`config.mk`:
```
export PLATFORM = sky130hd
export DESIGN_NAME = audio_sample_fifo
export DESIGN_NICKNAME = d
export VERILOG_FILES = /design/src/rtl/audio_fifo_pkg.sv /design/src/rtl/sample_rate_tick.sv /design/src/rtl/audio_sample_fifo.sv
export SDC_FILE = /design/constraint.sdc
export NUM_CORES = 1
export LEC_CHECK = 0
export ABC_AREA = 1
export BUFFER_PORTS_ARGS = -buffer_cell sky130_fd_sc_hd__buf_2
export CAP_MARGIN = 15
export CORE_MARGIN = 2
export CORE_UTILIZATION = 45
export CTS_BUF_LIST = sky130_fd_sc_hd__clkbuf_8
export CTS_CLUSTER_DIAMETER = 30
export CTS_CLUSTER_SIZE = 40
export DETAILED_ROUTE_END_ITERATION = 8
export GPL_ROUTABILITY_DRIVEN = 0
export PLACE_DENSITY_LB_ADDON = 0.3
export SYNTH_ARGS = -nofsm -noshare
export SYNTH_HDL_FRONTEND = slang
export SYNTH_SLANG_ARGS = --single-unit
export TNS_END_PERCENT = 100
```
`constraint.sdc`:
```
create_clock -name clk -period 2.43 [get_ports clk]
set_input_delay 0.729 -clock clk [delete_from_list [all_inputs] [get_ports clk]]
set_output_delay 0.729 -clock clk [all_outputs]
set_load 0.01 [all_outputs]
```
`src/rtl/audio_fifo_pkg.sv`:
```
// Shared constants and the config-word decode for the audio sample FIFO.
package audio_fifo_pkg;

  // Bus addresses. The address decode happens one level up, so these are reference values only.
  localparam logic [31:0] AUDIO_DATA_ADDR = 32'h0000_0400;
  localparam logic [31:0] AUDIO_CFG_ADDR  = 32'h0000_0404;

  localparam int DIV_W = 16;

  // status_o bit positions
  localparam int STAT_FULL_BIT   = 0;
  localparam int STAT_UNF_BIT    = 1;
  localparam int STAT_OVF_BIT    = 2;
  localparam int STAT_IRQ_EN_BIT = 3;
  localparam int STAT_COUNT_LSB  = 16;
  localparam int STAT_COUNT_MSB  = 23;

  // Config word field positions
  localparam int DIV_LSB    = 0;
  localparam int DIV_MSB    = 15;
  localparam int IRQ_EN_BIT = 16;
  localparam int FLUSH_BIT  = 30;
  localparam int CLR_BIT    = 31;

  typedef struct packed {
    logic [DIV_W-1:0] div;
    logic             irq_en;
    logic             flush;
    logic             clr;
  } cfg_t;

  // Split a config store into fields. A divider of 0 would never tick, so it is mapped to 1.
  function automatic cfg_t decode_cfg(input logic [31:0] word);
    cfg_t c;
    c.div    = word[DIV_MSB:DIV_LSB];
    if (c.div == '0) c.div = DIV_W'(1);
    c.irq_en = word[IRQ_EN_BIT];
    c.flush  = word[FLUSH_BIT];
    c.clr    = word[CLR_BIT];
    return c;
  endfunction

endpackage

```
`src/rtl/sample_rate_tick.sv`:
```
// Programmable sample-rate divider: emits a one-cycle tick every div clocks.
module sample_rate_tick
  import audio_fifo_pkg::*;
#(
  parameter int unsigned DIV_RESET = 1134
) (
  input  logic             clk,
  input  logic             rst_n,
  input  logic             restart_i,
  input  logic [DIV_W-1:0] div_i,
  output logic             tick_o
);

  logic [DIV_W-1:0] div_q, div_d;
  logic [DIV_W-1:0] cnt_q, cnt_d;

  assign tick_o = (cnt_q == '0);

  // Next-state: a restart loads a new divider and restarts the count; otherwise count down and reload at zero.
  always_comb begin
    // NOTE: every combinational output gets a default first, so no path leaves it unassigned and no latch is inferred.
    div_d = div_q;
    cnt_d = cnt_q;
    if (restart_i) begin
      div_d = div_i;
      cnt_d = div_i - DIV_W'(1);
    end else if (tick_o) begin
      cnt_d = div_q - DIV_W'(1);
    end else begin
      cnt_d = cnt_q - DIV_W'(1);
    end
  end

  // Divider and down-counter registers.
  always_ff @(posedge clk or negedge rst_n) begin
    if (!rst_n) begin
      div_q <= DIV_W'(DIV_RESET);
      cnt_q <= DIV_W'(DIV_RESET - 1);
    end else begin
      div_q <= div_d;
      cnt_q <= cnt_d;
    end
  end

endmodule

```
`src/rtl/audio_sample_fifo.sv`:
```
// CPU-filled sample FIFO drained at the audio sample rate, feeding audio_pwm.
module audio_sample_fifo
  import audio_fifo_pkg::*;
#(
  parameter int unsigned DEPTH     = 16,
  parameter int unsigned SAMPLE_W  = 8,
  parameter int unsigned DIV_RESET = 1134,
  parameter int unsigned LOW_WM    = 4
) (
  input  logic                clk,
  input  logic                rst_n,
  input  logic                we_i,
  input  logic                cfg_we_i,
  input  logic [31:0]         wdata_i,
  output logic [31:0]         status_o,
  output logic [SAMPLE_W-1:0] sample_o,
  output logic                sample_valid_o,
  output logic                irq_o
);

  localparam int PTR_W = $clog2(DEPTH);
  localparam int CNT_W = PTR_W + 1;
  localparam logic [SAMPLE_W-1:0] MIDSCALE = {1'b1, {(SAMPLE_W-1){1'b0}}};

  logic [SAMPLE_W-1:0] mem_q [DEPTH];
  logic [PTR_W-1:0]    wr_ptr_q, wr_ptr_d;
  logic [PTR_W-1:0]    rd_ptr_q, rd_ptr_d;
  logic [CNT_W-1:0]    count_q, count_d;
  logic [SAMPLE_W-1:0] sample_q, sample_d;
  logic                valid_q, valid_d;
  logic                ovf_q, ovf_d;
  logic                unf_q, unf_d;
  logic                irq_en_q, irq_en_d;
  logic                irq_q, irq_d;

  cfg_t cfg;
  logic tick, empty, full, flush, clr;
  logic do_push, do_pop, ovf_set, unf_set;

  assign cfg   = decode_cfg(wdata_i);
  assign flush = cfg_we_i && cfg.flush;
  assign clr   = cfg_we_i && cfg.clr;
  assign empty = (count_q == '0);
  assign full  = (count_q == CNT_W'(DEPTH));

  sample_rate_tick #(
    .DIV_RESET (DIV_RESET)
  ) u_tick (
    .clk       (clk),
    .rst_n     (rst_n),
    .restart_i (cfg_we_i),
    .div_i     (cfg.div),
    .tick_o    (tick)
  );

  // Push/pop arbitration. A flush discards the buffer, so it suppresses the push, the pop and any underrun that cycle.
  // A pop on a full FIFO frees the slot the same-cycle push lands in.
  always_comb begin
    do_pop  = tick && !empty && !flush;
    unf_set = tick && empty && !flush;
    do_push = we_i && !flush && (!full || do_pop);
    ovf_set = we_i && !flush && full && !do_pop;
  end

  // Next-state for pointers, count, sample output, sticky flags and the watermark interrupt.
  always_comb begin
    wr_ptr_d = wr_ptr_q + PTR_W'(do_push);
    rd_ptr_d = rd_ptr_q + PTR_W'(do_pop);
    count_d  = count_q + CNT_W'(do_push) - CNT_W'(do_pop);
    if (flush) begin
      wr_ptr_d = '0;
      rd_ptr_d = '0;
      count_d  = '0;
    end
    sample_d = do_pop ? mem_q[rd_ptr_q] : sample_q;
    valid_d  = do_pop;
    // Clear beats a same-cycle set.
    ovf_d    = clr ? 1'b0 : (ovf_q || ovf_set);
    unf_d    = clr ? 1'b0 : (unf_q || unf_set);
    irq_en_d = cfg_we_i ? cfg.irq_en : irq_en_q;
    irq_d    = irq_en_d && (count_d <= CNT_W'(LOW_WM));
  end

  // Sample storage.
  // NOTE: the data array carries no reset; pointers and count define which entries are valid, and leaving it unreset keeps it a plain register file.
  always_ff @(posedge clk) begin
    if (do_push) mem_q[wr_ptr_q] <= wdata_i[SAMPLE_W-1:0];
  end

  // Control and output registers.
  always_ff @(posedge clk or negedge rst_n) begin
    if (!rst_n) begin
      wr_ptr_q <= '0;
      rd_ptr_q <= '0;
      count_q  <= '0;
      sample_q <= MIDSCALE;
      valid_q  <= 1'b0;
      ovf_q    <= 1'b0;
      unf_q    <= 1'b0;
      irq_en_q <= 1'b0;
      irq_q    <= 1'b0;
    end else begin
      wr_ptr_q <= wr_ptr_d;
      rd_ptr_q <= rd_ptr_d;
      count_q  <= count_d;
      sample_q <= sample_d;
      valid_q  <= valid_d;
      ovf_q    <= ovf_d;
      unf_q    <= unf_d;
      irq_en_q <= irq_en_d;
      irq_q    <= irq_d;
    end
  end

  // Status word assembled from registered state.
  always_comb begin
    status_o = '0;
    status_o[STAT_COUNT_MSB:STAT_COUNT_LSB] = 8'(count_q);
    status_o[STAT_IRQ_EN_BIT] = irq_en_q;
    status_o[STAT_OVF_BIT]    = ovf_q;
    status_o[STAT_UNF_BIT]    = unf_q;
    status_o[STAT_FULL_BIT]   = full;
  end

  assign sample_o       = sample_q;
  assign sample_valid_o = valid_q;
  assign irq_o          = irq_q;

endmodule

```
==> results.cfg <==
[setup_path]
cp.arrival_ns = 2.90
crit_required_ns = 2.79
r2r_cells = 17
rrSetupSlack_ns = -0.11
cp_top_family = simple AND/OR/NAND/NOR gates
crit_path_frequent_cell = nand2_1
criticalPathCategory = flop to flop
r2r_end = irq_o
r2r_start = u_tick.cnt_q[3]
critPathBufInv = 3
cp-start-kind = flop
cpPeakStageDelay_ns = 0.43
critPathSlowestCell = fa_2
endpoint_kind = flop
cp_max_fo = 3
critical_path.cell_chain = nor2_1 -> nand2_4 -> nor2_8 -> nand2_4 -> nor3_4 -> inv_2 -> nand2_1 -> nand2_1 -> inv_2 -> nand2_1 -> nand2_1 -> ha_2 -> fa_2 -> inv_1 -> nor2_1 -> o21a_1 -> nor4_1

[layout]
multi_input_area_sq_um = 2830
area_growth_pct = 15.5
fillers = 1627
n_antenna_cell = 0
layout_common_cells = edfxtp_1 (128), nor2_1 (116), nand2_1 (95)
final_common_cell = edfxtp_1
finalNetCount = 918
drive_gt1_share_pct = 26.6
seq_area_sq_um = 5310

[global_route]
antenna_found_initial = 0
grt-ovfl-total = 0
grt_max_degree = 66
grt_usage_pct = 19.6
grt_pass1_wl_um = 29800
grt_pass1_vias = 5483

[timing]
tightest_slew_ns = 0.535
min_period_ns = 2.54
finalSetupTns_ns = -0.106
setup_viol = 1
finalHoldViolations = 0
fmax_ghz = 0.394
worst_slack_ns = -0.106
rsz0062_at_grt = yes
fin_hold_ws_ns = 0.239
period_share_pct = 104
maxSlewViolCount = 0
slew_headroom_pct = 64.3
fin_skew_ns = 0.0187

[pwr]
power.density_nw_per_um2 = 751
ir_drop_mv = 0.424
p_leak_nw = 4.08

[status]
status = finished with violations
violations = setup timing

[clocking]
cts_buffers = 17
clk_latency_ns = 0.46
cts_buffer_depth = 2
clkTransAtPathRegs_ns = 0.10
clock-sinks = 186
h-tree-depth = 4
clockRootBuffer = clkbuf_8
cts_tree = yes

[job]
maxCapViolations = 0

[floorplanning]
io_pins = 78
die_w_um = 142
initial_utilization_pct = 45.9
dieArea_sq_um = 20200
rows = 50
die_h_um = 142
coreArea_sq_um = 18700

[yosys]
synth_compound_area_share_pct = 8.12
ys_seq_area_share_pct = 61.9
synth_edf_count = 128
yosysWarnings = 0
yosysUniqueCellTypes = 42
synthAdderAreaFrac_pct = 1.69
synth-simple-area-share_pct = 17.8
ys_seq_elements = 186
synth-async-reset-ratio_pct = 31.2
synth.area.mux_share_pct = 2.22
synth_area_per_cell_sq_um = 11.2
syn-instance-count = 768
synth_top_family_by_area = simple AND/OR/NAND/NOR gates
synthXorXnorAreaFrac_pct = 1.31
syn_area_sq_um = 8580
synth_ff_type = edfxtp_1

[placement]
dp_slack_ns = -0.325
portBuffers = 41
dp_hpwl_um = 12400

[detailed_routing]
routed_wl_um = 18700
via_per_inst = 5.11
drt-initial-drc-count = 400
drt-pass1-iter-count = 5
dr_total_vias = 5708
wl_per_cell_um = 16.7
ant_nets = 0
drc = 0

[min_path]
worstHoldPathType = input pin to asynchronous set/reset pin
-- state kept, by name (all words and copies together), names as in the netlist --
name / flops
sample_valid_o: 1
ovf_q: 1
unf_q: 1
u_tick.div_q: 16
u_tick.cnt_q: 16
count_q: 5
sample_o: 8
wr_ptr_q: 4
irq_o: 1
irq_en_q: 1
mem_q: 128
rd_ptr_q: 4
-- repair_timing --
action | CTS | global route
hold buffers | 0 | 0
endpoints found under the setup margin | 2 | 4
cloned | 0 | 0
pin swaps | 9 | 0
buffers inserted | 1 | 2
resized for setup | 5 | 13
endpoints found under the hold margin | 0 | 0
-- cell type report --
| cell class | instances | share of cell area [%] |
|---|---|---|
| flip-flops and latches | 186 | 53.6 |
| multi-input cells | 481 | 28.5 |
| repair buffers | 121 | 8.54 |
| well taps | 234 | 2.95 |
| clock buffers | 18 | 2.50 |
| inverters | 64 | 2.45 |
| clock inverters | 14 | 1.48 |
-- kinds of logic (layout without fill, tap and decap cells) --
group	Yosys count	in the layout
multiplexers	19	19
adder cells (fa/ha/maj)	11	11
AND/OR/NAND/NOR	309	309
AO/OA/AOI/OAI	107	107
buffers and inverters	123	217
XOR/XNOR	12	12
flip-flops	186	186
other	1	23
-- worst max-delay path by stage --
stage                     start  endpoint  cells after the start
6_report        u_tick.cnt_q[3]     irq_o                     17
5_1_grt         u_tick.cnt_q[5]     irq_o                     21
4_1_cts        u_tick.cnt_q[10]     irq_o                     21
3_5_place_dp           cfg_we_i     irq_o                     20
3_3_place_gp           cfg_we_i     irq_o                     20
2_1_floorplan          cfg_we_i     irq_o                     20
-- synth_stat cells (all sizes together), types with 8 or more instances --
cell,instances,share of area (%)
nand2,118,6.1
buf,42,3.5
dfrtp,45,13
inv,63,2.8
clkbuf,17,0.74
o32ai,13,1.3
o211ai,13,1.1
nor2,137,7.4
nand3,42,3.2
dfstp,13,4.0
xor2,8,0.90
edfxtp,128,45
ha,10,1.5
mux2i,19,2.2
o21ai,53,3.1
o221ai,19,1.9
-- metal layers --
| layer | wire length, um | global-route usage, % |
|---|---|---|
| met1 | 8300 | 27.0 |
| met2 | 9110 | 31.5 |
| met3 | 918 | 4.27 |
| met4 | 343 | 5.53 |
| met5 | 0 | 0 |
-- where the power goes --
| group | internal, mW | switching, mW |
|---|---|---|
| logic | 0.682 | 0.914 |
| registers | 3.67 | 0.123 |
| clock network | 0.949 | 1.11 |
| total | 5.30 | 2.14 |
-- metrics by stage --
step                      util [%]  std cells  area [sq um]  total power [mW]
after floorplan                  -        790          8690              4.75
after global placement        50.5       1083          9440              5.32
after detailed placement      50.5       1083          9440              5.34
after CTS                     52.7       1116          9850              7.40
after global routing          53.0       1118          9920              7.83
final                         53.0       1118          9920              7.44
(Power assumes the default switching activity.)
